[src/rtl/npc_axi_xbar_pkg.sv]
// Shared encodings for the NPC AXI crossbar: response codes, FSM states, target selects, CLINT window.
package npc_axi_pkg;

  localparam logic [1:0] RESP_OKAY   = 2'b00;
  localparam logic [1:0] RESP_DECERR = 2'b11;

  localparam logic [1:0] R_IDLE = 2'd0;
  localparam logic [1:0] R_ADDR = 2'd1;
  localparam logic [1:0] R_DATA = 2'd2;

  localparam logic [1:0] W_IDLE = 2'd0;
  localparam logic [1:0] W_REQ  = 2'd1;
  localparam logic [1:0] W_RESP = 2'd2;

  typedef enum logic [1:0] {
    SEL_EXT   = 2'd0,
    SEL_CLINT = 2'd1,
    SEL_ERR   = 2'd2
  } sel_t;

  localparam logic [31:0] CLINT_BASE_DEF = 32'h0200_0000;
  localparam logic [31:0] CLINT_SIZE_DEF = 32'h0001_0000;

endpackage

[src/rtl/npc_axi_xbar_if.sv]
// Full AXI4 five-channel bundle; master drives requests, slave drives responses.
interface npc_axi_if;

  logic        awvalid, awready;
  logic [31:0] awaddr;
  logic [3:0]  awid;
  logic [7:0]  awlen;
  logic [2:0]  awsize;
  logic [1:0]  awburst;

  logic        wvalid, wready;
  logic [31:0] wdata;
  logic [3:0]  wstrb;
  logic        wlast;

  logic        bvalid, bready;
  logic [1:0]  bresp;
  logic [3:0]  bid;

  logic        arvalid, arready;
  logic [31:0] araddr;
  logic [3:0]  arid;
  logic [7:0]  arlen;
  logic [2:0]  arsize;
  logic [1:0]  arburst;

  logic        rvalid, rready;
  logic [31:0] rdata;
  logic [1:0]  rresp;
  logic [3:0]  rid;
  logic        rlast;

  modport master (
    output awvalid, awaddr, awid, awlen, awsize, awburst, input awready,
    output wvalid, wdata, wstrb, wlast, input wready,
    input  bvalid, bresp, bid, output bready,
    output arvalid, araddr, arid, arlen, arsize, arburst, input arready,
    input  rvalid, rdata, rresp, rid, rlast, output rready
  );

  modport slave (
    input  awvalid, awaddr, awid, awlen, awsize, awburst, output awready,
    input  wvalid, wdata, wstrb, wlast, output wready,
    output bvalid, bresp, bid, input bready,
    input  arvalid, araddr, arid, arlen, arsize, arburst, output arready,
    output rvalid, rdata, rresp, rid, rlast, input rready
  );

endinterface

[src/rtl/npc_axi_xbar_decode.sv]
// Address-to-target decode, purely combinational; NPC_XBAR_DECERR_EN adds the unmapped-hole check.
module npc_xbar_decode
  import npc_axi_pkg::*;
#(
  parameter logic [31:0] CLINT_BASE = CLINT_BASE_DEF,
  parameter logic [31:0] CLINT_SIZE = CLINT_SIZE_DEF
`ifdef NPC_XBAR_DECERR_EN
  ,
  parameter logic [31:0] EXT_LO = 32'h0F00_0000,
  parameter logic [31:0] EXT_HI = 32'hFFFF_FFFF
`endif
) (
  input  logic [31:0] addr,
  output sel_t        sel
);

  // Subtract-then-compare keeps the window check a single unsigned compare with wraparound.
  logic [31:0] offset;
  assign offset = addr - CLINT_BASE;

  always_comb begin
    sel = SEL_EXT;
    if (offset < CLINT_SIZE) sel = SEL_CLINT;
`ifdef NPC_XBAR_DECERR_EN
    else if ((addr < EXT_LO) || (addr > EXT_HI)) sel = SEL_ERR;
`endif
  end

endmodule

[src/rtl/npc_axi_xbar.sv]
// 1-master/2-slave AXI4 crossbar (CLINT window -> clint, else -> ext); NPC_XBAR_DECERR_EN adds a DECERR slave.
// One read + one write outstanding, 1-cycle decode bubble on AR/AW; data and responses pass through combinationally.
module npc_axi_xbar
  import npc_axi_pkg::*;
#(
  parameter logic [31:0] CLINT_BASE = CLINT_BASE_DEF,
  parameter logic [31:0] CLINT_SIZE = CLINT_SIZE_DEF,
  parameter logic [31:0] EXT_LO     = 32'h0F00_0000,
  parameter logic [31:0] EXT_HI     = 32'hFFFF_FFFF
) (
  input logic      clock,
  input logic      reset,
  npc_axi_if.slave  m,
  npc_axi_if.master ext,
  npc_axi_if.master clint
);

  sel_t ar_sel, aw_sel, sel_r, sel_w;
  logic [1:0] r_state, w_state;
  logic aw_done, w_done;
`ifdef NPC_XBAR_DECERR_EN
  logic [3:0] r_id, w_id;
  logic [7:0] r_len, beat_cnt;
`endif

`ifdef NPC_XBAR_DECERR_EN
  npc_xbar_decode #(.CLINT_BASE(CLINT_BASE), .CLINT_SIZE(CLINT_SIZE), .EXT_LO(EXT_LO), .EXT_HI(EXT_HI))
    u_ar_dec (.addr(m.araddr), .sel(ar_sel));
  npc_xbar_decode #(.CLINT_BASE(CLINT_BASE), .CLINT_SIZE(CLINT_SIZE), .EXT_LO(EXT_LO), .EXT_HI(EXT_HI))
    u_aw_dec (.addr(m.awaddr), .sel(aw_sel));
`else
  npc_xbar_decode #(.CLINT_BASE(CLINT_BASE), .CLINT_SIZE(CLINT_SIZE)) u_ar_dec (.addr(m.araddr), .sel(ar_sel));
  npc_xbar_decode #(.CLINT_BASE(CLINT_BASE), .CLINT_SIZE(CLINT_SIZE)) u_aw_dec (.addr(m.awaddr), .sel(aw_sel));
`endif

  logic r_addr_st, r_data_st, w_req_st, w_resp_st;
  assign r_addr_st = (r_state == R_ADDR);
  assign r_data_st = (r_state == R_DATA);
  assign w_req_st  = (w_state == W_REQ);
  assign w_resp_st = (w_state == W_RESP);

  assign ext.araddr   = m.araddr;   assign clint.araddr  = m.araddr;
  assign ext.arid     = m.arid;     assign clint.arid    = m.arid;
  assign ext.arlen    = m.arlen;    assign clint.arlen   = m.arlen;
  assign ext.arsize   = m.arsize;   assign clint.arsize  = m.arsize;
  assign ext.arburst  = m.arburst;  assign clint.arburst = m.arburst;
  assign ext.awaddr   = m.awaddr;   assign clint.awaddr  = m.awaddr;
  assign ext.awid     = m.awid;     assign clint.awid    = m.awid;
  assign ext.awlen    = m.awlen;    assign clint.awlen   = m.awlen;
  assign ext.awsize   = m.awsize;   assign clint.awsize  = m.awsize;
  assign ext.awburst  = m.awburst;  assign clint.awburst = m.awburst;
  assign ext.wdata    = m.wdata;    assign clint.wdata   = m.wdata;
  assign ext.wstrb    = m.wstrb;    assign clint.wstrb   = m.wstrb;
  assign ext.wlast    = m.wlast;    assign clint.wlast   = m.wlast;

  // Only the latched target ever sees a valid or ready; the other port stays quiet.
  assign ext.arvalid   = r_addr_st && (sel_r == SEL_EXT)   && m.arvalid;
  assign clint.arvalid = r_addr_st && (sel_r == SEL_CLINT) && m.arvalid;
  assign ext.rready    = r_data_st && (sel_r == SEL_EXT)   && m.rready;
  assign clint.rready  = r_data_st && (sel_r == SEL_CLINT) && m.rready;
  assign ext.awvalid   = w_req_st  && (sel_w == SEL_EXT)   && !aw_done && m.awvalid;
  assign clint.awvalid = w_req_st  && (sel_w == SEL_CLINT) && !aw_done && m.awvalid;
  assign ext.wvalid    = w_req_st  && (sel_w == SEL_EXT)   && !w_done  && m.wvalid;
  assign clint.wvalid  = w_req_st  && (sel_w == SEL_CLINT) && !w_done  && m.wvalid;
  assign ext.bready    = w_resp_st && (sel_w == SEL_EXT)   && m.bready;
  assign clint.bready  = w_resp_st && (sel_w == SEL_CLINT) && m.bready;

  always_comb begin
    m.arready = r_addr_st && ext.arready;
    m.rvalid  = r_data_st && ext.rvalid;
    m.rdata   = ext.rdata;
    m.rresp   = ext.rresp;
    m.rid     = ext.rid;
    m.rlast   = ext.rlast;
    case (sel_r)
      SEL_CLINT: begin
        m.arready = r_addr_st && clint.arready;
        m.rvalid  = r_data_st && clint.rvalid;
        m.rdata   = clint.rdata;
        m.rresp   = clint.rresp;
        m.rid     = clint.rid;
        m.rlast   = clint.rlast;
      end
`ifdef NPC_XBAR_DECERR_EN
      SEL_ERR: begin
        m.arready = r_addr_st;
        m.rvalid  = r_data_st;
        m.rdata   = '0;
        m.rresp   = RESP_DECERR;
        m.rid     = r_id;
        m.rlast   = (beat_cnt == r_len);
      end
`endif
      default: ;
    endcase
  end

  always_comb begin
    m.awready = w_req_st && !aw_done && ext.awready;
    m.wready  = w_req_st && !w_done  && ext.wready;
    m.bvalid  = w_resp_st && ext.bvalid;
    m.bresp   = ext.bresp;
    m.bid     = ext.bid;
    case (sel_w)
      SEL_CLINT: begin
        m.awready = w_req_st && !aw_done && clint.awready;
        m.wready  = w_req_st && !w_done  && clint.wready;
        m.bvalid  = w_resp_st && clint.bvalid;
        m.bresp   = clint.bresp;
        m.bid     = clint.bid;
      end
`ifdef NPC_XBAR_DECERR_EN
      SEL_ERR: begin
        m.awready = w_req_st && !aw_done;
        m.wready  = w_req_st && !w_done;
        m.bvalid  = w_resp_st;
        m.bresp   = RESP_DECERR;
        m.bid     = w_id;
      end
`endif
      default: ;
    endcase
  end

  always_ff @(posedge clock) begin
    if (reset) begin
      r_state  <= R_IDLE;
      sel_r    <= SEL_EXT;
`ifdef NPC_XBAR_DECERR_EN
      r_id     <= '0;
      r_len    <= '0;
      beat_cnt <= '0;
`endif
    end else begin
      case (r_state)
        R_IDLE: if (m.arvalid) begin
          sel_r    <= ar_sel;
`ifdef NPC_XBAR_DECERR_EN
          r_id     <= m.arid;
          r_len    <= m.arlen;
          beat_cnt <= '0;
`endif
          r_state  <= R_ADDR;
        end
        R_ADDR: if (m.arvalid && m.arready) r_state <= R_DATA;
        R_DATA: if (m.rvalid && m.rready) begin
`ifdef NPC_XBAR_DECERR_EN
          beat_cnt <= beat_cnt + 8'd1;
`endif
          if (m.rlast) r_state <= R_IDLE;
        end
        default: r_state <= R_IDLE;
      endcase
    end
  end

  // AW and W may complete in either order or together; both flags gate the move to W_RESP.
  logic aw_done_nxt, w_done_nxt;
  assign aw_done_nxt = aw_done || (m.awvalid && m.awready);
  assign w_done_nxt  = w_done  || (m.wvalid && m.wready && m.wlast);

  always_ff @(posedge clock) begin
    if (reset) begin
      w_state <= W_IDLE;
      sel_w   <= SEL_EXT;
      aw_done <= 1'b0;
      w_done  <= 1'b0;
`ifdef NPC_XBAR_DECERR_EN
      w_id    <= '0;
`endif
    end else begin
      case (w_state)
        W_IDLE: if (m.awvalid) begin
          sel_w   <= aw_sel;
`ifdef NPC_XBAR_DECERR_EN
          w_id    <= m.awid;
`endif
          aw_done <= 1'b0;
          w_done  <= 1'b0;
          w_state <= W_REQ;
        end
        W_REQ: begin
          aw_done <= aw_done_nxt;
          w_done  <= w_done_nxt;
          if (aw_done_nxt && w_done_nxt) w_state <= W_RESP;
        end
        W_RESP: if (m.bvalid && m.bready) w_state <= W_IDLE;
        default: w_state <= W_IDLE;
      endcase
    end
  end

endmodule

[src/flat_wrapper.sv]
// flat-port wrapper written by rule: the top's interface ports become plain ports
module npc_axi_xbar_flat import npc_axi_pkg::*;
#(
  parameter logic [31:0] CLINT_BASE = CLINT_BASE_DEF,
  parameter logic [31:0] CLINT_SIZE = CLINT_SIZE_DEF,
  parameter logic [31:0] EXT_LO     = 32'h0F00_0000,
  parameter logic [31:0] EXT_HI     = 32'hFFFF_FFFF
)
  (clock, reset, m_awvalid, m_awaddr, m_awid, m_awlen, m_awsize, m_awburst, m_awready, m_wvalid, m_wdata, m_wstrb, m_wlast, m_wready, m_bvalid, m_bresp, m_bid, m_bready, m_arvalid, m_araddr, m_arid, m_arlen, m_arsize, m_arburst, m_arready, m_rvalid, m_rdata, m_rresp, m_rid, m_rlast, m_rready, ext_awvalid, ext_awaddr, ext_awid, ext_awlen, ext_awsize, ext_awburst, ext_awready, ext_wvalid, ext_wdata, ext_wstrb, ext_wlast, ext_wready, ext_bvalid, ext_bresp, ext_bid, ext_bready, ext_arvalid, ext_araddr, ext_arid, ext_arlen, ext_arsize, ext_arburst, ext_arready, ext_rvalid, ext_rdata, ext_rresp, ext_rid, ext_rlast, ext_rready, clint_awvalid, clint_awaddr, clint_awid, clint_awlen, clint_awsize, clint_awburst, clint_awready, clint_wvalid, clint_wdata, clint_wstrb, clint_wlast, clint_wready, clint_bvalid, clint_bresp, clint_bid, clint_bready, clint_arvalid, clint_araddr, clint_arid, clint_arlen, clint_arsize, clint_arburst, clint_arready, clint_rvalid, clint_rdata, clint_rresp, clint_rid, clint_rlast, clint_rready);
  npc_axi_if m_i ();
  npc_axi_if ext_i ();
  npc_axi_if clint_i ();
  input logic clock;
  input logic reset;
  input wire logic [$bits(m_i.awvalid)-1:0] m_awvalid;
  input wire logic [$bits(m_i.awaddr)-1:0] m_awaddr;
  input wire logic [$bits(m_i.awid)-1:0] m_awid;
  input wire logic [$bits(m_i.awlen)-1:0] m_awlen;
  input wire logic [$bits(m_i.awsize)-1:0] m_awsize;
  input wire logic [$bits(m_i.awburst)-1:0] m_awburst;
  output wire logic [$bits(m_i.awready)-1:0] m_awready;
  input wire logic [$bits(m_i.wvalid)-1:0] m_wvalid;
  input wire logic [$bits(m_i.wdata)-1:0] m_wdata;
  input wire logic [$bits(m_i.wstrb)-1:0] m_wstrb;
  input wire logic [$bits(m_i.wlast)-1:0] m_wlast;
  output wire logic [$bits(m_i.wready)-1:0] m_wready;
  output wire logic [$bits(m_i.bvalid)-1:0] m_bvalid;
  output wire logic [$bits(m_i.bresp)-1:0] m_bresp;
  output wire logic [$bits(m_i.bid)-1:0] m_bid;
  input wire logic [$bits(m_i.bready)-1:0] m_bready;
  input wire logic [$bits(m_i.arvalid)-1:0] m_arvalid;
  input wire logic [$bits(m_i.araddr)-1:0] m_araddr;
  input wire logic [$bits(m_i.arid)-1:0] m_arid;
  input wire logic [$bits(m_i.arlen)-1:0] m_arlen;
  input wire logic [$bits(m_i.arsize)-1:0] m_arsize;
  input wire logic [$bits(m_i.arburst)-1:0] m_arburst;
  output wire logic [$bits(m_i.arready)-1:0] m_arready;
  output wire logic [$bits(m_i.rvalid)-1:0] m_rvalid;
  output wire logic [$bits(m_i.rdata)-1:0] m_rdata;
  output wire logic [$bits(m_i.rresp)-1:0] m_rresp;
  output wire logic [$bits(m_i.rid)-1:0] m_rid;
  output wire logic [$bits(m_i.rlast)-1:0] m_rlast;
  input wire logic [$bits(m_i.rready)-1:0] m_rready;
  output wire logic [$bits(ext_i.awvalid)-1:0] ext_awvalid;
  output wire logic [$bits(ext_i.awaddr)-1:0] ext_awaddr;
  output wire logic [$bits(ext_i.awid)-1:0] ext_awid;
  output wire logic [$bits(ext_i.awlen)-1:0] ext_awlen;
  output wire logic [$bits(ext_i.awsize)-1:0] ext_awsize;
  output wire logic [$bits(ext_i.awburst)-1:0] ext_awburst;
  input wire logic [$bits(ext_i.awready)-1:0] ext_awready;
  output wire logic [$bits(ext_i.wvalid)-1:0] ext_wvalid;
  output wire logic [$bits(ext_i.wdata)-1:0] ext_wdata;
  output wire logic [$bits(ext_i.wstrb)-1:0] ext_wstrb;
  output wire logic [$bits(ext_i.wlast)-1:0] ext_wlast;
  input wire logic [$bits(ext_i.wready)-1:0] ext_wready;
  input wire logic [$bits(ext_i.bvalid)-1:0] ext_bvalid;
  input wire logic [$bits(ext_i.bresp)-1:0] ext_bresp;
  input wire logic [$bits(ext_i.bid)-1:0] ext_bid;
  output wire logic [$bits(ext_i.bready)-1:0] ext_bready;
  output wire logic [$bits(ext_i.arvalid)-1:0] ext_arvalid;
  output wire logic [$bits(ext_i.araddr)-1:0] ext_araddr;
  output wire logic [$bits(ext_i.arid)-1:0] ext_arid;
  output wire logic [$bits(ext_i.arlen)-1:0] ext_arlen;
  output wire logic [$bits(ext_i.arsize)-1:0] ext_arsize;
  output wire logic [$bits(ext_i.arburst)-1:0] ext_arburst;
  input wire logic [$bits(ext_i.arready)-1:0] ext_arready;
  input wire logic [$bits(ext_i.rvalid)-1:0] ext_rvalid;
  input wire logic [$bits(ext_i.rdata)-1:0] ext_rdata;
  input wire logic [$bits(ext_i.rresp)-1:0] ext_rresp;
  input wire logic [$bits(ext_i.rid)-1:0] ext_rid;
  input wire logic [$bits(ext_i.rlast)-1:0] ext_rlast;
  output wire logic [$bits(ext_i.rready)-1:0] ext_rready;
  output wire logic [$bits(clint_i.awvalid)-1:0] clint_awvalid;
  output wire logic [$bits(clint_i.awaddr)-1:0] clint_awaddr;
  output wire logic [$bits(clint_i.awid)-1:0] clint_awid;
  output wire logic [$bits(clint_i.awlen)-1:0] clint_awlen;
  output wire logic [$bits(clint_i.awsize)-1:0] clint_awsize;
  output wire logic [$bits(clint_i.awburst)-1:0] clint_awburst;
  input wire logic [$bits(clint_i.awready)-1:0] clint_awready;
  output wire logic [$bits(clint_i.wvalid)-1:0] clint_wvalid;
  output wire logic [$bits(clint_i.wdata)-1:0] clint_wdata;
  output wire logic [$bits(clint_i.wstrb)-1:0] clint_wstrb;
  output wire logic [$bits(clint_i.wlast)-1:0] clint_wlast;
  input wire logic [$bits(clint_i.wready)-1:0] clint_wready;
  input wire logic [$bits(clint_i.bvalid)-1:0] clint_bvalid;
  input wire logic [$bits(clint_i.bresp)-1:0] clint_bresp;
  input wire logic [$bits(clint_i.bid)-1:0] clint_bid;
  output wire logic [$bits(clint_i.bready)-1:0] clint_bready;
  output wire logic [$bits(clint_i.arvalid)-1:0] clint_arvalid;
  output wire logic [$bits(clint_i.araddr)-1:0] clint_araddr;
  output wire logic [$bits(clint_i.arid)-1:0] clint_arid;
  output wire logic [$bits(clint_i.arlen)-1:0] clint_arlen;
  output wire logic [$bits(clint_i.arsize)-1:0] clint_arsize;
  output wire logic [$bits(clint_i.arburst)-1:0] clint_arburst;
  input wire logic [$bits(clint_i.arready)-1:0] clint_arready;
  input wire logic [$bits(clint_i.rvalid)-1:0] clint_rvalid;
  input wire logic [$bits(clint_i.rdata)-1:0] clint_rdata;
  input wire logic [$bits(clint_i.rresp)-1:0] clint_rresp;
  input wire logic [$bits(clint_i.rid)-1:0] clint_rid;
  input wire logic [$bits(clint_i.rlast)-1:0] clint_rlast;
  output wire logic [$bits(clint_i.rready)-1:0] clint_rready;
  assign m_i.awvalid = m_awvalid;
  assign m_i.awaddr = m_awaddr;
  assign m_i.awid = m_awid;
  assign m_i.awlen = m_awlen;
  assign m_i.awsize = m_awsize;
  assign m_i.awburst = m_awburst;
  assign m_awready = m_i.awready;
  assign m_i.wvalid = m_wvalid;
  assign m_i.wdata = m_wdata;
  assign m_i.wstrb = m_wstrb;
  assign m_i.wlast = m_wlast;
  assign m_wready = m_i.wready;
  assign m_bvalid = m_i.bvalid;
  assign m_bresp = m_i.bresp;
  assign m_bid = m_i.bid;
  assign m_i.bready = m_bready;
  assign m_i.arvalid = m_arvalid;
  assign m_i.araddr = m_araddr;
  assign m_i.arid = m_arid;
  assign m_i.arlen = m_arlen;
  assign m_i.arsize = m_arsize;
  assign m_i.arburst = m_arburst;
  assign m_arready = m_i.arready;
  assign m_rvalid = m_i.rvalid;
  assign m_rdata = m_i.rdata;
  assign m_rresp = m_i.rresp;
  assign m_rid = m_i.rid;
  assign m_rlast = m_i.rlast;
  assign m_i.rready = m_rready;
  assign ext_awvalid = ext_i.awvalid;
  assign ext_awaddr = ext_i.awaddr;
  assign ext_awid = ext_i.awid;
  assign ext_awlen = ext_i.awlen;
  assign ext_awsize = ext_i.awsize;
  assign ext_awburst = ext_i.awburst;
  assign ext_i.awready = ext_awready;
  assign ext_wvalid = ext_i.wvalid;
  assign ext_wdata = ext_i.wdata;
  assign ext_wstrb = ext_i.wstrb;
  assign ext_wlast = ext_i.wlast;
  assign ext_i.wready = ext_wready;
  assign ext_i.bvalid = ext_bvalid;
  assign ext_i.bresp = ext_bresp;
  assign ext_i.bid = ext_bid;
  assign ext_bready = ext_i.bready;
  assign ext_arvalid = ext_i.arvalid;
  assign ext_araddr = ext_i.araddr;
  assign ext_arid = ext_i.arid;
  assign ext_arlen = ext_i.arlen;
  assign ext_arsize = ext_i.arsize;
  assign ext_arburst = ext_i.arburst;
  assign ext_i.arready = ext_arready;
  assign ext_i.rvalid = ext_rvalid;
  assign ext_i.rdata = ext_rdata;
  assign ext_i.rresp = ext_rresp;
  assign ext_i.rid = ext_rid;
  assign ext_i.rlast = ext_rlast;
  assign ext_rready = ext_i.rready;
  assign clint_awvalid = clint_i.awvalid;
  assign clint_awaddr = clint_i.awaddr;
  assign clint_awid = clint_i.awid;
  assign clint_awlen = clint_i.awlen;
  assign clint_awsize = clint_i.awsize;
  assign clint_awburst = clint_i.awburst;
  assign clint_i.awready = clint_awready;
  assign clint_wvalid = clint_i.wvalid;
  assign clint_wdata = clint_i.wdata;
  assign clint_wstrb = clint_i.wstrb;
  assign clint_wlast = clint_i.wlast;
  assign clint_i.wready = clint_wready;
  assign clint_i.bvalid = clint_bvalid;
  assign clint_i.bresp = clint_bresp;
  assign clint_i.bid = clint_bid;
  assign clint_bready = clint_i.bready;
  assign clint_arvalid = clint_i.arvalid;
  assign clint_araddr = clint_i.araddr;
  assign clint_arid = clint_i.arid;
  assign clint_arlen = clint_i.arlen;
  assign clint_arsize = clint_i.arsize;
  assign clint_arburst = clint_i.arburst;
  assign clint_i.arready = clint_arready;
  assign clint_i.rvalid = clint_rvalid;
  assign clint_i.rdata = clint_rdata;
  assign clint_i.rresp = clint_rresp;
  assign clint_i.rid = clint_rid;
  assign clint_i.rlast = clint_rlast;
  assign clint_rready = clint_i.rready;
  npc_axi_xbar #(.CLINT_BASE(CLINT_BASE), .CLINT_SIZE(CLINT_SIZE), .EXT_LO(EXT_LO), .EXT_HI(EXT_HI)) u_core (.clock(clock), .reset(reset), .m(m_i), .ext(ext_i), .clint(clint_i));
endmodule
[config.mk]
export PLATFORM = sky130hd
export DESIGN_NAME = npc_axi_xbar_flat
export DESIGN_NICKNAME = d
export VERILOG_FILES = /design/src/rtl/npc_axi_xbar_pkg.sv /design/src/rtl/npc_axi_xbar_if.sv /design/src/rtl/npc_axi_xbar_decode.sv /design/src/rtl/npc_axi_xbar.sv /design/src/flat_wrapper.sv
export SDC_FILE = /design/constraint.sdc
export NUM_CORES = 1
export LEC_CHECK = 0
export BUFFER_PORTS_ARGS = -buffer_cell sky130_fd_sc_hd__buf_2
export CAP_MARGIN = 10
export CORE_AREA = 5 5 219 221
export CTS_CLUSTER_SIZE = 12
export DETAILED_ROUTE_END_ITERATION = 10
export DIE_AREA = 0 0 224 226
export PLACE_DENSITY = 0.3
export SYNTH_ARGS = -nofsm -noshare
export SYNTH_HDL_FRONTEND = slang
export SYNTH_SLANG_ARGS = --single-unit
[constraint.sdc]
create_clock -name clock -period 2.8 [get_ports clock]
set_input_delay 0.28 -clock clock [delete_from_list [all_inputs] [get_ports clock]]
set_output_delay 0.28 -clock clock [all_outputs]
set_load 0.01 [all_outputs]
==> metrics.txt <==
Buf/Inv on CP 2; I/O pin total between 500 and 600; synthesized flop and latch total 8; Ys Warns 0; Mapped Avg Cell Area approximately 8.0 um2; CP top delay family flip-flops; # setup viols final 0; RD Place Congestion just over 0.7; PostCTS Resize Cnt 0; Max VDD drop between 100 and 150 uV; max incr delay on CP 0.54 ns; status finished, final reports clean; total global routing overflow 0; Total GRT Usage roughly 4.5%; Post-Syn Instances slightly above 400; Fin Clk Skew approximately 0.0076 ns; largest net degree at the start of global routing 21; Clock transition at path regs roughly 0.050 ns; Startpoint Class register; register area share after synthesis slightly below 5%; clock buffer count from CTS 3; HP Class input pin to register; top-area cell type share of the netlist area between 60% and 70%; Final Hold Fails 0; Worst EP required roughly 2.5 ns; initial core utilization under 10%; slowest CP cell dfxtp_2; area growth from synthesis to layout 3.01%; postcts setup bufs 0; synthesized area 0.00328 mm2; H-Tree Depth 1; fmax roughly 510 MHz; Async SR Flop Fraction 0%; worst-path cell chain buf_4, mux2_2, buf_2; Syn Nets 656; die height between 200 and 250 um; MaxCap Viol Count 0; Fin Setup TNS 0 ns; initial antenna violation count 1; EDFF count, synth 0; worst-margin pin slew around 0.55 ns; Final Cell Area between 0.003 and 0.004 mm2; initial DRC count 24; kind of critical path register to primary output; most common cell in the netlist buf_4; Die X-Extent approximately 220 um; Final nets roughly 650; DRT Wirelength 13,000 um; later-pin clock latency in the skew report around 0.25 ns; drt wl/cell between 10 and 15 um; fin crit share a little over two thirds; CTS sink count 8; worst path arrival time approximately 1.7 ns; global-route wire length before repair 16,600 um; Via density approximately 2.4; I/O Buffers 265; cts hold-fix bufs 0; Pre-antenna DRT Iters 3; Synth cell types 34; vias in the first global route between 2,000 and 3,000; CP Max Fanout 20; Post-route DRC 0; antenna-violating nets left 0; min Tclk post-route slightly below 2 ns; pins over their slew limit 0; largest cells by area after synthesis buf_4 62%, mux2_2 15%, dfxtp_1 4.9%; Primary FF master, synth dfxtp_1; via count ~2,400; Post-synth top cells 270 x buf_4, 45 x mux2_2, 11 x inv_1; relative slew slack 63.1%; Critical Path Sink Type primary output; hold_ws ~0.3 ns; share of layout cells above drive strength 1 between 80% and 90%; CTS max path bufs 2; die area between 0.05 and 0.06 mm2; RSZ-0062 raised after global routing false; CTS root buf clkbuf_16; leading area contributor after synthesis buf_4; # diodes 0; Placed Area 0.00331 mm2; PD cells around 220 mW/mm2; HPWL after detailed placement approximately 12,000 um; core area roughly 0.046 mm2; CTS tree built; num rows slightly below 80; leakage ~1.5 nW
## per-layer routing
| layer | vias up | track usage [%] | wire [um] |
|---|---|---|---|
| met1 | 988 | 4.38 | 4090 |
| met5 | - | 0 | 12 |
| li1 | 1061 | - | - |
| met3 | 53 | 3.43 | 2480 |
| met2 | 298 | 7.04 | 5800 |
| met4 | 2 | 2.57 | 668 |
## power breakdown
group	leakage (nW)	total (mW)	internal [mW]	switching, mW
Sequential	0.0657	0.124	0.118	0.00563
Combinational	1.43	0.342	0.169	0.173
Clock	0.0370	0.266	0.187	0.0796
Total	1.54	0.731	0.473	0.258
## metrics by stage
step | power (mW) | instances | util [%] | setup WS [ns]
2_1_floorplan | 0.613 | 412 | - | 1.41
3_3_place_gp | 0.481 | 1009 | 7.19 | 0.704
3_5_place_dp | 0.478 | 1009 | 7.19 | 0.720
4_1_cts | 0.771 | 1012 | 7.36 | 0.763
5_1_grt | 0.794 | 1012 | 7.36 | 0.676
6_report | 0.731 | 1012 | 7.36 | 0.826
## final timing paths
| path | slack (ns) | to | startpoint | cells past startpoint |
|---|---|---|---|---|
| setup / recovery | 0.83 | m_rdata[31] | u_core.sel_r[0] | 3 |
| hold / removal | 0.30 | u_core.r_state[0] | m_arvalid | 2 |
| setup reg to reg | 1.22 | u_core.r_state[1] | u_core.sel_r[0] | 5 |
| hold reg to reg | 0.58 | u_core.r_state[0] | u_core.r_state[1] | 1 |
## layout make-up
| type | count | area (um2) |
|---|---|---|
| clock buffer | 3 | 75.1 |
| timing repair buffer | 268 | 1350 |
| tap | 607 | 759 |
| multi-input combinational | 115 | 995 |
| inverter | 11 | 41.3 |
| fill | 5417 | 42600 |
| sequential | 8 | 161 |
## state kept, by name, summed over array words and instances (netlist names)
| signal | count |
|---|---|
| u_core.aw_done | 1 |
| u_core.r_state | 2 |
| u_core.sel_r | 1 |
| u_core.sel_w | 1 |
| u_core.w_done | 1 |
| u_core.w_state | 2 |
## cell usage in the layout (no fill, tap or decap), types with 2 or more instances in the layout
cell type  instances
nor4_1             7
a21oi_1            3
buf_4              3
nor3_1             6
dfxtp_1            7
buf_2            265
ha_1               2
nor2b_1            3
clkbuf_16          3
nand4_1            3
nor4b_1            3
mux2_2            45
and3_1             4
o21ai_0            2
inv_1             11
nor2_1             9
mux2i_1            6
nand2_1            6
## logic make-up after synthesis
kind of cell    after synthesis  synth area share [%]
simple gates                 47                  8.35
buf+inv                     289                  64.8
xor+xnor                      1                 0.267
mux                          51                  17.3
compound gates               14                  3.66
flops                         8                  4.88
fa+ha+maj                     2                 0.762
Note: power is estimated with default switching activity, not from simulation.
